### config.mk
export PLATFORM = sky130hd
export DESIGN_NAME = tl45_adder_arbiter
export DESIGN_NICKNAME = d
export VERILOG_FILES = /design/src/rtl/tl45_adder_arbiter.sv
export SDC_FILE = /design/constraint.sdc
export NUM_CORES = 1
export LEC_CHECK = 0
export ABC_AREA = 0
export CAP_MARGIN = 10
export CORE_MARGIN = 1.5
export CORE_UTILIZATION = 49
export CTS_CLUSTER_DIAMETER = 100
export DETAILED_ROUTE_END_ITERATION = 8
export PLACE_DENSITY = 0.83
export RECOVER_POWER = 25
export SYNTH_ARGS = -nofsm -noshare
export SYNTH_HDL_FRONTEND = slang
export SYNTH_SLANG_ARGS = --single-unit
### constraint.sdc
create_clock -name i_clk -period 12.15 [get_ports i_clk]
set_input_delay 3.0375 -clock i_clk [delete_from_list [all_inputs] [get_ports i_clk]]
set_output_delay 3.0375 -clock i_clk [all_outputs]
set_load 0.05 [all_outputs]
### src/rtl/tl45_adder_arbiter.sv
// Round-robin arbiter sharing one 32-bit Kogge-Stone adder; 64-bit ops take two chained passes.
// Optional macro TL45_ADDARB_PRIO0_EN gives requester 0 fixed top priority over the round robin.
module tl45_adder_arbiter #(
  parameter int unsigned NREQ = 3,
  parameter int unsigned IDW  = (NREQ > 1) ? $clog2(NREQ) : 1
) (
  input  logic                 i_clk,
  input  logic                 i_reset,
  input  logic [NREQ-1:0]      i_req_valid,
  output logic [NREQ-1:0]      o_req_ready,
  input  logic [NREQ*64-1:0]   i_req_a,
  input  logic [NREQ*64-1:0]   i_req_b,
  input  logic [NREQ-1:0]      i_req_sub,
  input  logic [NREQ-1:0]      i_req_wide,
  output logic                 o_rsp_valid,
  input  logic                 i_rsp_ready,
  output logic [IDW-1:0]       o_rsp_id,
  output logic [63:0]          o_rsp_sum,
  output logic                 o_rsp_cout,
  output logic                 o_rsp_ovf
);

`ifdef TL45_ADDARB_PRIO0_EN
  localparam bit PRIO0 = 1'b1;
`else
  localparam bit PRIO0 = 1'b0;
`endif

  typedef enum logic [1:0] {S_IDLE, S_LO, S_HI, S_RESP} state_t;

  state_t         r_state;
  logic [IDW-1:0] r_ptr;
  logic [63:0]    r_a;
  logic [63:0]    r_b;
  logic           r_sub;
  logic           r_wide;
  logic [IDW-1:0] r_id;
  logic [31:0]    r_lo_sum;
  logic           r_c31;
  logic           r_rsp_valid;
  logic [IDW-1:0] r_rsp_id;
  logic [63:0]    r_rsp_sum;
  logic           r_rsp_cout;
  logic           r_rsp_ovf;

  logic           w_found;
  logic [IDW-1:0] w_win;
  int unsigned    v_dist;
  int unsigned    v_best;
  logic [NREQ-1:0] w_req_ready;
  logic [63:0]    w_sel_a;
  logic [63:0]    w_sel_b;
  logic           w_sel_sub;
  logic           w_sel_wide;

  // Winner = valid requester at the smallest rotational distance past the pointer
  always_comb begin
    w_found = 1'b0;
    w_win   = '0;
    v_dist  = 0;
    v_best  = NREQ;
    for (int unsigned i = 0; i < NREQ; i++) begin
      if (i_req_valid[i]) begin
        v_dist = (i + 2 * NREQ - 32'(r_ptr) - 1) % NREQ;
        if (PRIO0 && (i == 0)) v_dist = 0;
        if (v_dist < v_best) begin
          v_best  = v_dist;
          w_win   = IDW'(i);
          w_found = 1'b1;
        end
      end
    end
  end

  always_comb begin
    w_req_ready = '0;
    if ((r_state == S_IDLE) && !i_reset && w_found) w_req_ready = NREQ'(1) << w_win;
  end

  assign o_req_ready = w_req_ready;

  // Operand select from the granted requester
  always_comb begin
    w_sel_a    = '0;
    w_sel_b    = '0;
    w_sel_sub  = 1'b0;
    w_sel_wide = 1'b0;
    for (int unsigned i = 0; i < NREQ; i++) begin
      if (w_req_ready[i]) begin
        w_sel_a    = i_req_a[64*i +: 64];
        w_sel_b    = i_req_b[64*i +: 64];
        w_sel_sub  = i_req_sub[i];
        w_sel_wide = i_req_wide[i];
      end
    end
  end

  logic        w_hi_pass;
  logic [31:0] w_add_a;
  logic [31:0] w_add_b;
  logic        w_cin;
  logic [31:0] w_g0, w_g1, w_g2, w_g3, w_g4, w_g5;
  logic [31:0] w_p0, w_p1, w_p2, w_p3, w_p4, w_p5;
  logic [31:0] w_carry;
  logic [31:0] w_sum;
  logic        w_cout;

  assign w_hi_pass = (r_state == S_HI);
  assign w_add_a   = w_hi_pass ? r_a[63:32] : r_a[31:0];
  assign w_add_b   = w_hi_pass ? r_b[63:32] : r_b[31:0];
  assign w_cin     = w_hi_pass ? r_c31 : r_sub;

  // Kogge-Stone prefix tree; low bits below each span pass through unchanged
  assign w_g0 = w_add_a & w_add_b;
  assign w_p0 = w_add_a ^ w_add_b;
  assign w_g1 = w_g0 | (w_p0 & (w_g0 << 1));
  assign w_p1 = w_p0 & ((w_p0 << 1) | 32'h0000_0001);
  assign w_g2 = w_g1 | (w_p1 & (w_g1 << 2));
  assign w_p2 = w_p1 & ((w_p1 << 2) | 32'h0000_0003);
  assign w_g3 = w_g2 | (w_p2 & (w_g2 << 4));
  assign w_p3 = w_p2 & ((w_p2 << 4) | 32'h0000_000F);
  assign w_g4 = w_g3 | (w_p3 & (w_g3 << 8));
  assign w_p4 = w_p3 & ((w_p3 << 8) | 32'h0000_00FF);
  assign w_g5 = w_g4 | (w_p4 & (w_g4 << 16));
  assign w_p5 = w_p4 & ((w_p4 << 16) | 32'h0000_FFFF);

  assign w_carry = {w_g5[30:0] | (w_p5[30:0] & {31{w_cin}}), w_cin};
  assign w_sum   = w_p0 ^ w_carry;
  assign w_cout  = w_g5[31] | (w_p5[31] & w_cin);

  // Control FSM with registered response outputs
  always_ff @(posedge i_clk) begin
    if (i_reset) begin
      r_state     <= S_IDLE;
      r_ptr       <= IDW'(NREQ - 1);
      r_a         <= '0;
      r_b         <= '0;
      r_sub       <= 1'b0;
      r_wide      <= 1'b0;
      r_id        <= '0;
      r_lo_sum    <= '0;
      r_c31       <= 1'b0;
      r_rsp_valid <= 1'b0;
      r_rsp_id    <= '0;
      r_rsp_sum   <= '0;
      r_rsp_cout  <= 1'b0;
      r_rsp_ovf   <= 1'b0;
    end else begin
      case (r_state)
        S_IDLE: begin
          if (|w_req_ready) begin
            r_a    <= w_sel_a;
            r_b    <= w_sel_sub ? ~w_sel_b : w_sel_b;
            r_sub  <= w_sel_sub;
            r_wide <= w_sel_wide;
            r_id   <= w_win;
            if (!(PRIO0 && (w_win == '0))) r_ptr <= w_win;
            r_state <= S_LO;
          end
        end
        S_LO: begin
          r_lo_sum <= w_sum;
          r_c31    <= w_cout;
          if (r_wide) begin
            r_state <= S_HI;
          end else begin
            r_state     <= S_RESP;
            r_rsp_valid <= 1'b1;
            r_rsp_id    <= r_id;
            r_rsp_sum   <= {32'h0, w_sum};
            r_rsp_cout  <= w_cout;
            r_rsp_ovf   <= (r_a[31] == r_b[31]) && (w_sum[31] != r_a[31]);
          end
        end
        S_HI: begin
          r_state     <= S_RESP;
          r_rsp_valid <= 1'b1;
          r_rsp_id    <= r_id;
          r_rsp_sum   <= {w_sum, r_lo_sum};
          r_rsp_cout  <= w_cout;
          r_rsp_ovf   <= (r_a[63] == r_b[63]) && (w_sum[31] != r_a[63]);
        end
        S_RESP: begin
          if (i_rsp_ready) begin
            r_rsp_valid <= 1'b0;
            r_state     <= S_IDLE;
          end
        end
        default: r_state <= S_IDLE;
      endcase
    end
  end

  assign o_rsp_valid = r_rsp_valid;
  assign o_rsp_id    = r_rsp_id;
  assign o_rsp_sum   = r_rsp_sum;
  assign o_rsp_cout  = r_rsp_cout;
  assign o_rsp_ovf   = r_rsp_ovf;

endmodule

* After elaboration in Yosys (flattened, before gate mapping)
Cells that the tools add are included.
Word-level totals: register bits after elaboration 238, bits of input ports 396, output and inout port bits 72, logic and storage cells 119
Operators by class: add/subtract/negate cells 6, div/mod/pow operators 3, $lt $le $gt $ge 3, equality and inequality tests 10, shift operators 1, muxes and demuxes 46, bitwise operators 23, reduce and logical (&&, ||, !) cells 13
Operators by type and width (count):
- $mux W64 | 8
- $and A32 B32 Y32 | 11
- $mux W32 | 6
- $or A32 B32 Y32 | 5
- $pmux W64 S2 | 1
- $mod A32 B2 Y32 const B | 3
- $lt A32 B32 Y1 | 2
- $not A64 Y64 | 1
- $xor A32 B32 Y32 | 2
- $lt A32 B2 Y1 const B | 1
- $and A31 B31 Y31 | 1
- $or A31 B31 Y31 | 1
- $mux W1 | 19
- $mux W2 | 6
- $sub A4 B2 Y5 const B | 2
- $pmux W2 S4 | 1
- $sub A3 B2 Y4 const A | 2
- $reduce_and A2 Y1 | 3
- $sub A5 B2 Y6 const B | 1
- $sub A4 B2 Y5 const A | 1
- $eq A2 B2 Y1 const B | 2
- $logic_and A1 B1 Y1 | 4
- $ne A2 B2 Y1 const B | 2
- $pmux W1 S2 | 2
- 16 further kinds | 18

* Depth between registers and ports, before layout
Gate-level depths: netlist of run 1.
depth in word-level cells 19, mapped depth 32, gate-level depth less buffers 28

* Least setup slack after synthesis of run 1
Ideal clock, no wire load.
path type input -> output, start point input i_req_valid[0], end point output o_req_ready[1], arrival time 7.747 ns, data required time 9.112 ns, path slack 1.366 ns, stages on the path 20, path buffers 4, cells stage by stage and2_1 ha_1 o21ai_0 a21oi_1 o41ai_1 a311oi_1 nor2_1 clkbuf_1 buf_1 nand2_1 ha_1 o21a_1 o21ai_0 a21oi_1 a211oi_1 or4_1 o31ai_2 clkbuf_1 buf_2 and2_1
Between the ends: longest elaborated chain between the ends 9, elaborated cells on any way between the ends 17, classes of those cells order compare: 2; shift: 1; mux: 13; reduce/logical: 1
RTL lines:
- start: declaration | line 9 | input logic [NREQ-1:0] i_req_valid,
- $mux W32 | line 63 | if (i_req_valid[i]) begin
- $lt A32 B32 Y1 | line 66 | if (v_dist < v_best) begin
- $mux W32 | line 66
- $mux W32 | line 63
- $lt A32 B32 Y1 | line 66
- $mux W2 / $mux W1 (equally long branches) | line 66
- $mux W2 / $mux W1 (equally long branches) | line 63
- $shl A1 B2 Y3 / $logic_and A1 B1 Y1 (equally long branches) | line 77 | if ((r_state == S_IDLE) && !i_reset && w_found) w_req_ready = NREQ'(1) << w_win;
- $mux W3 (*) | line 77
- end: declaration | line 10 | output logic [NREQ-1:0] o_req_ready,
Mark *: on every way between the ends. The rest lies on a longest branch, timed or not.

* Final worst setup path of run 1
Same ends and word-level chain as after synthesis.

==> metrics.txt, run 1 <==
setup bufs post-CTS=0; clk slew on worst S/H paths=approximately 0.060 ns; final period utilization=between 90% and 100%; routed length per instance=roughly 21 um; met1 wire length=24500 um; slowest cell on the critical path=clkdlybuf4s50_1; Post-route DRC=0; post-cts sizing count=0; WL met2=between 20000 and 30000 um; most frequent cells in the layout=clkdlybuf4s50_1, dfxtp_1, nand2_1; fin cells=2724; Reg2Reg Depth=28; worst skew pair latency=between 0.5 and 0.6 ns; Async SR Flop Fraction=0%; status=finished, violations left; Post-Syn Instances=~1900; clock tree sinks=roughly 240; Yosys warning count=0; Clock power frac=roughly 12%; max layer used=met4; actual slew at the worst max-slew pin=about 3 ns; CP Data Arrival Time=roughly 8.4 ns; Gate power share=between 60% and 70%; #FFs+latches synth=between 200 and 250; first-pass GRT wire length=~89000 um; final wirelength=~58000 um; Inst Count DP=2682; Sw Ratio=between 40% and 50%; post-route ant nets=0; Max Clk Rate=around 0.088 GHz; Post-CTS Hold Buffers=0; Tightest Hold Check Type=reg2reg; Hold Fails Final Rpt=0; RSZ-0062 raised after global routing=no; largest net degree at the start of global routing=between 100 and 150; worst r2r src=r_ptr[0]; failing checks=max-capacitance violations, max-slew violations; Overall Power=around 6.3 mW; Die Width=182 um; Hold Path Depth=2; R2R Setup Slk=3.92 ns; CP max FO=37; Pint=roughly 3.1 mW; min-delay src=r_a[29]; Synth Area per Inst=a little over 8 sq um; Synth Flop Type=dfxtp_1; initial antenna violation count=0; Core ar.=approximately 32000 sq um; Leakage=approximately 8.4 nW; Final Max Slew Viols=107; synth unique cells=a little under 80; Max stage delay on crit path=about 0.81 ns; die area=roughly 33000 sq um; Detailed Route Iter0 Violations=1301; sequential fraction of design power=between 20% and 30%; DP HPWL=approximately 44000 um; port bufs=between 400 and 500; Ports=between 400 and 500; Setup Crit Path Kind=in2out; Vias=16388; Final #Nets=2817; MaxCap Viol Count=2; Routability Congestion=1.01; Starting Density=49.9%; setup violators final=0; crit path from=i_req_valid[0]; vias in the first global route=around 16000; EDFF count, synth=0; routed wl met3=roughly 3600 um; row count=65; Rel. slew slack=-104%; synthesized area=approximately 16000 sq um; final setup TNS=0 ns; buffer and inverter count on the worst path=3; CTS tree=done; reg2reg end=r_b[29]; switching power=3.14 mW; pwr dens=around 290 nW/um^2; Syn-to-layout area delta=36.0%; H-tree lvl count=1; vias per cell=around 6.0; Max Clock Skew=roughly 0.014 ns; sequential element share of the synthesized area=between 30% and 40%; critical-path cell list=clkdlybuf4s50_1, and2_1, ha_1, o21ai_0, a21oi_1, o41ai_1, a311oi_1, nor2_4, nand2_1, ha_1, nand4_1, nor2_1, nand3_1, nor3_1, inv_1, o31ai_4, and2_1, clkdlybuf4s50_1; Die Ht=182 um; Antenna Cells=0; most common cell after layout, fill and taps aside=clkdlybuf4s50_1; final hold slack=~0.45 ns; DR pass1 iterations=6; Root Buffer=clkbuf_16; Max IR drop VDD=approximately 0.00023 V; CTS buffer count=25; WP data required=around 9.1 ns; GR Overflow Total=0; Crit. End Element=output pin; crit path launch type=primary input; global-route usage over all layers=roughly a third; share of cells above drive strength 1=under 10%; Tmin final=about 11 ns; delay-heaviest family, CP=simple AND/OR/NAND/NOR gates; Hold EP=r_a[29]; CTS max path bufs=3
-- tightest hold or removal path, delay by kind of cell (launching register included) --
kind / cells / cell delay [ns]
flip-flops: 1 / 0.31
AO/OA/AOI/OAI: 1 / 0.05
AND/OR/NAND/NOR: 1 / 0.05
-- routing by layer --
metal  vias up  global-route usage (%)
met5         -                       0
met4         0                    9.72
met3        85                    4.51
met2       639                    59.8
met1      7850                    43.1
li1       7814                       -
-- area by class of cell --
cell class / instances / area (sq um)
sequential: 237 / 4740
fill: 2603 / 10200
multi-input combinational: 1520 / 10500
tap: 402 / 503
timing repair buffer: 491 / 4850
inverter: 32 / 120
clock buffer: 36 / 687
clock inverter: 6 / 61.3
-- power by group through the flow --
stage | logic (mW) | clock network, mW | registers, mW
after floorplan | 2.77 | 0 | 1.49
after global placement | 4.15 | 0 | 1.27
after detailed placement | 4.23 | 0 | 1.28
after CTS | 4.26 | 0.726 | 1.27
after global routing | 4.65 | 0.761 | 1.30
final | 4.29 | 0.724 | 1.27
-- metrics by stage --
| stage | utilization [%] | area [sq um] | worst slack [ns] |
|---|---|---|---|
| 6_report | 67.8 | 21400 | 0.729 |
| 5_1_grt | 67.8 | 21400 | 0.203 |
| 4_1_cts | 67.8 | 21500 | 0.735 |
| 3_5_place_dp | 65.5 | 20700 | 0.740 |
| 3_3_place_gp | 65.5 | 20700 | 0.918 |
| 2_1_floorplan | - | 15900 | 1.37 |
-- cells in the mapped netlist, types with 14 or more instances --
| master | instances | area (sq um) |
|---|---|---|
| mux2_2 | 77 | 867 |
| buf_2 | 20 | 100 |
| a21oi_1 | 186 | 931 |
| nand2_1 | 222 | 833 |
| inv_1 | 31 | 116 |
| clkbuf_1 | 125 | 469 |
| dfxtp_1 | 237 | 4740 |
| o21ai_0 | 138 | 691 |
| nand3_1 | 45 | 225 |
| a22oi_1 | 24 | 180 |
| a211oi_1 | 50 | 375 |
| ha_1 | 113 | 1410 |
| mux2i_1 | 68 | 681 |
| o22ai_1 | 34 | 213 |
| nor2_1 | 129 | 484 |
| nor3_1 | 14 | 70.1 |
| a22o_1 | 64 | 561 |
| xnor2_1 | 65 | 569 |
| a221o_1 | 67 | 671 |
| a21o_1 | 27 | 203 |
-- worst max-delay path by stage --
stage                          end  slack (ns)  cells after the start
floorplan           o_req_ready[1]        1.37                     20
global placement    o_req_ready[1]        0.92                     19
detailed placement  o_req_ready[1]        0.74                     18
CTS                 o_req_ready[1]        0.73                     18
global route        o_req_ready[0]        0.20                     18
finish              o_req_ready[1]        0.73                     18
-- kinds of logic after synthesis --
kind of cell | share of synthesized area [%]
AO/OA/AOI/OAI | 28.6
adder cells (fa/ha/maj) | 9.09
other | 0.0476
multiplexers | 9.81
buffers and inverters | 4.59
XOR/XNOR | 4.11
flip-flops | 30.1
AND/OR/NAND/NOR | 13.6
-- state kept, by name (all words and copies together) (netlist names), 2 cells and up --
| register | count |
|---|---|
| r_lo_sum | 32 |
| r_state | 2 |
| r_b | 64 |
| o_rsp_sum | 64 |
| r_a | 64 |
| r_ptr | 2 |
| o_rsp_id | 2 |
(Power assumes the default switching activity.)
==> inputs of run 2 (changes only) <==
- SLEW_MARGIN: unset -> 20
==> run 2 against run 1 <==
The run still ends with max-capacitance violations, max-slew violations left. Via count hardly changed. Worst hold slack hardly changed. Worst setup slack gained 0.010 ns. Register-to-register slack gained 0.02 ns. Cell area hardly changed. Critical path type unchanged. Largest cell class unchanged.
==> metrics.txt, run 2 (same netlist as run 1, synthesis figures left out) <==
status=finished, violations left; failing checks=max-capacitance violations, max-slew violations; met1 wire length=24700 um (+0.84%); Tightest Hold Check Type=reg2reg; final period utilization=93.9% (about the same); MaxCap Viol Count=2 (unchanged); routed wl met3=3390 um (-5.6%); port bufs=467 (unchanged); WL met2=28600 um (about the same); CTS max path bufs=3 (unchanged); WP data required=9.11 ns (about the same); Ports=468 (unchanged); setup bufs post-CTS=0 (unchanged); final wirelength=58300 um (+0.10%); Final Max Slew Viols=107 (unchanged); final hold slack=0.446 ns (+0.000126 ns); Detailed Route Iter0 Violations=1261 (-3.1%); post-route ant nets=0 (unchanged); RSZ-0062 raised after global routing=no; fin cells=2724 (unchanged); worst skew pair latency=0.52 ns (about the same); CTS buffer count=25 (unchanged); Layout Utilization=67.8% (about the same); Max IR drop VDD=0.000228 V (about the same); crit path launch type=primary input; Vias=16387 (-0.0061%); final setup TNS=0 ns (unchanged); max layer used=met4; share of cells above drive strength 1=6.76% (+0.043 points); Setup Crit Path Kind=in2out; clk slew on worst S/H paths=0.06 ns (about the same); post-cts sizing count=0 (unchanged); Leakage=8.41 nW (about the same); vias per cell=6.02 (about the same); Tmin final=11.41 ns (-0.00997 ns); Crit. End Element=output pin; DP HPWL=44400 um (unchanged); Post-CTS Hold Buffers=0 (unchanged); Post-route DRC=0 (unchanged); Inst Count DP=2682 (unchanged); vias in the first global route=15847 (unchanged); Max Clock Skew=0.0121 ns (-0.00181 ns); Starting Density=49.9% (unchanged); Max stage delay on crit path=0.81 ns (about the same); Die Width=182 um (unchanged); Routability Congestion=1.01 (unchanged); Core ar.=31600 sq um (unchanged); H-tree lvl count=1 (unchanged); most frequent cells in the layout=clkdlybuf4s50_1, dfxtp_1, nand2_1; row count=65 (unchanged); Rel. slew slack=-103% (+0.30 points); Syn-to-layout area delta=36.0% (about the same); CTS tree=done; die area=33300 sq um (unchanged); pwr dens=293 nW/um^2 (about the same); global-route usage over all layers=33.9% (unchanged); Max Clk Rate=0.0876 GHz (about the same); GR Overflow Total=0 (unchanged); clock tree sinks=237 (unchanged); Antenna Cells=0 (unchanged); CP Data Arrival Time=8.37 ns (about the same); critical-path cell list=clkdlybuf4s50_1, and2_1, ha_1, o21ai_0, a21oi_1, o41ai_1, a311oi_1, nor2_4, nand2_1, ha_1, nand4_1, nor2_1, nand3_1, nor3_1, inv_1, o31ai_4, and2_1, clkdlybuf4s50_1; largest net degree at the start of global routing=105 (unchanged); slowest cell on the critical path=clkdlybuf4s50_1; Die Ht=182 um (unchanged); actual slew at the worst max-slew pin=3.05 ns (-0.00450 ns); Root Buffer=clkbuf_16; first-pass GRT wire length=88700 um (unchanged); most common cell after layout, fill and taps aside=clkdlybuf4s50_1; CP max FO=37 (unchanged); Final #Nets=2817 (unchanged); routed length per instance=21.4 um (+0.10%); initial antenna violation count=0 (unchanged); setup violators final=0 (unchanged); DR pass1 iterations=5 (-1); Hold Fails Final Rpt=0 (unchanged)
==> run 2: changes by cell type in the layout (fill, tap and decap cells not counted) <==
| cell | before | now |
|---|---|---|
| a2bb2oi_2 | 0 | 1 |
| a2bb2oi_1 | 1 | 0 |
==> run 2: power by group <==
part           switching, mW  internal, mW  total (mW)  leakage (nW)
clock                  0.311         0.413       0.724         0.369
combinational           2.65          1.64        4.29          6.10
sequential             0.175          1.10        1.27          1.94
total                   3.14          3.15        6.28          8.41
==> run 2: worst max-delay path, delay by kind of cell <==
family / cells / cell delay (ns)
and+or+nand+nor: 8 / 2.18
buffers and inverters: 3 / 1.47
AOI/OAI and AO/OA: 5 / 1.06
adders and majority gates: 2 / 0.60
==> run 2: layout make-up <==
type,count,area (sq um)
Clock inverter,6,61.3
Timing Repair Buffer,491,4850
Tap cell,402,503
Fill cell,2603,10200
Multi-Input combinational cell,1520,10500
Sequential cell,237,4740
Inverter,32,120
Clock buffer,36,687
==> run 2: worst paths after layout <==
path	from	to	slack [ns]	depth (start not counted)
worst max-delay path	i_req_valid[0]	o_req_ready[1]	0.74	18
worst min-delay path	r_a[29]	r_a[29]	0.45	2
worst max register to register	r_ptr[0]	r_b[39]	3.94	28
worst min register to register	r_a[29]	r_a[29]	0.45	2
==> run 2: routing by layer <==
metal | global-route usage, % | vias up
met1 | 43.1 | 7889
met5 | 0 | -
li1 | - | 7813
met2 | 59.8 | 599
met4 | 9.72 | 0
met3 | 4.51 | 86
==> run 2: through the flow <==
stage | setup slack [ns] | power, mW | instance area [sq um]
5_1_grt | 0.203 | 6.72 | 21500
3_3_place_gp | 0.918 | 5.41 | 20700
6_report | 0.739 | 6.28 | 21500
4_1_cts | 0.735 | 6.25 | 21500
2_1_floorplan | 1.37 | 4.26 | 15900
3_5_place_dp | 0.740 | 5.51 | 20700
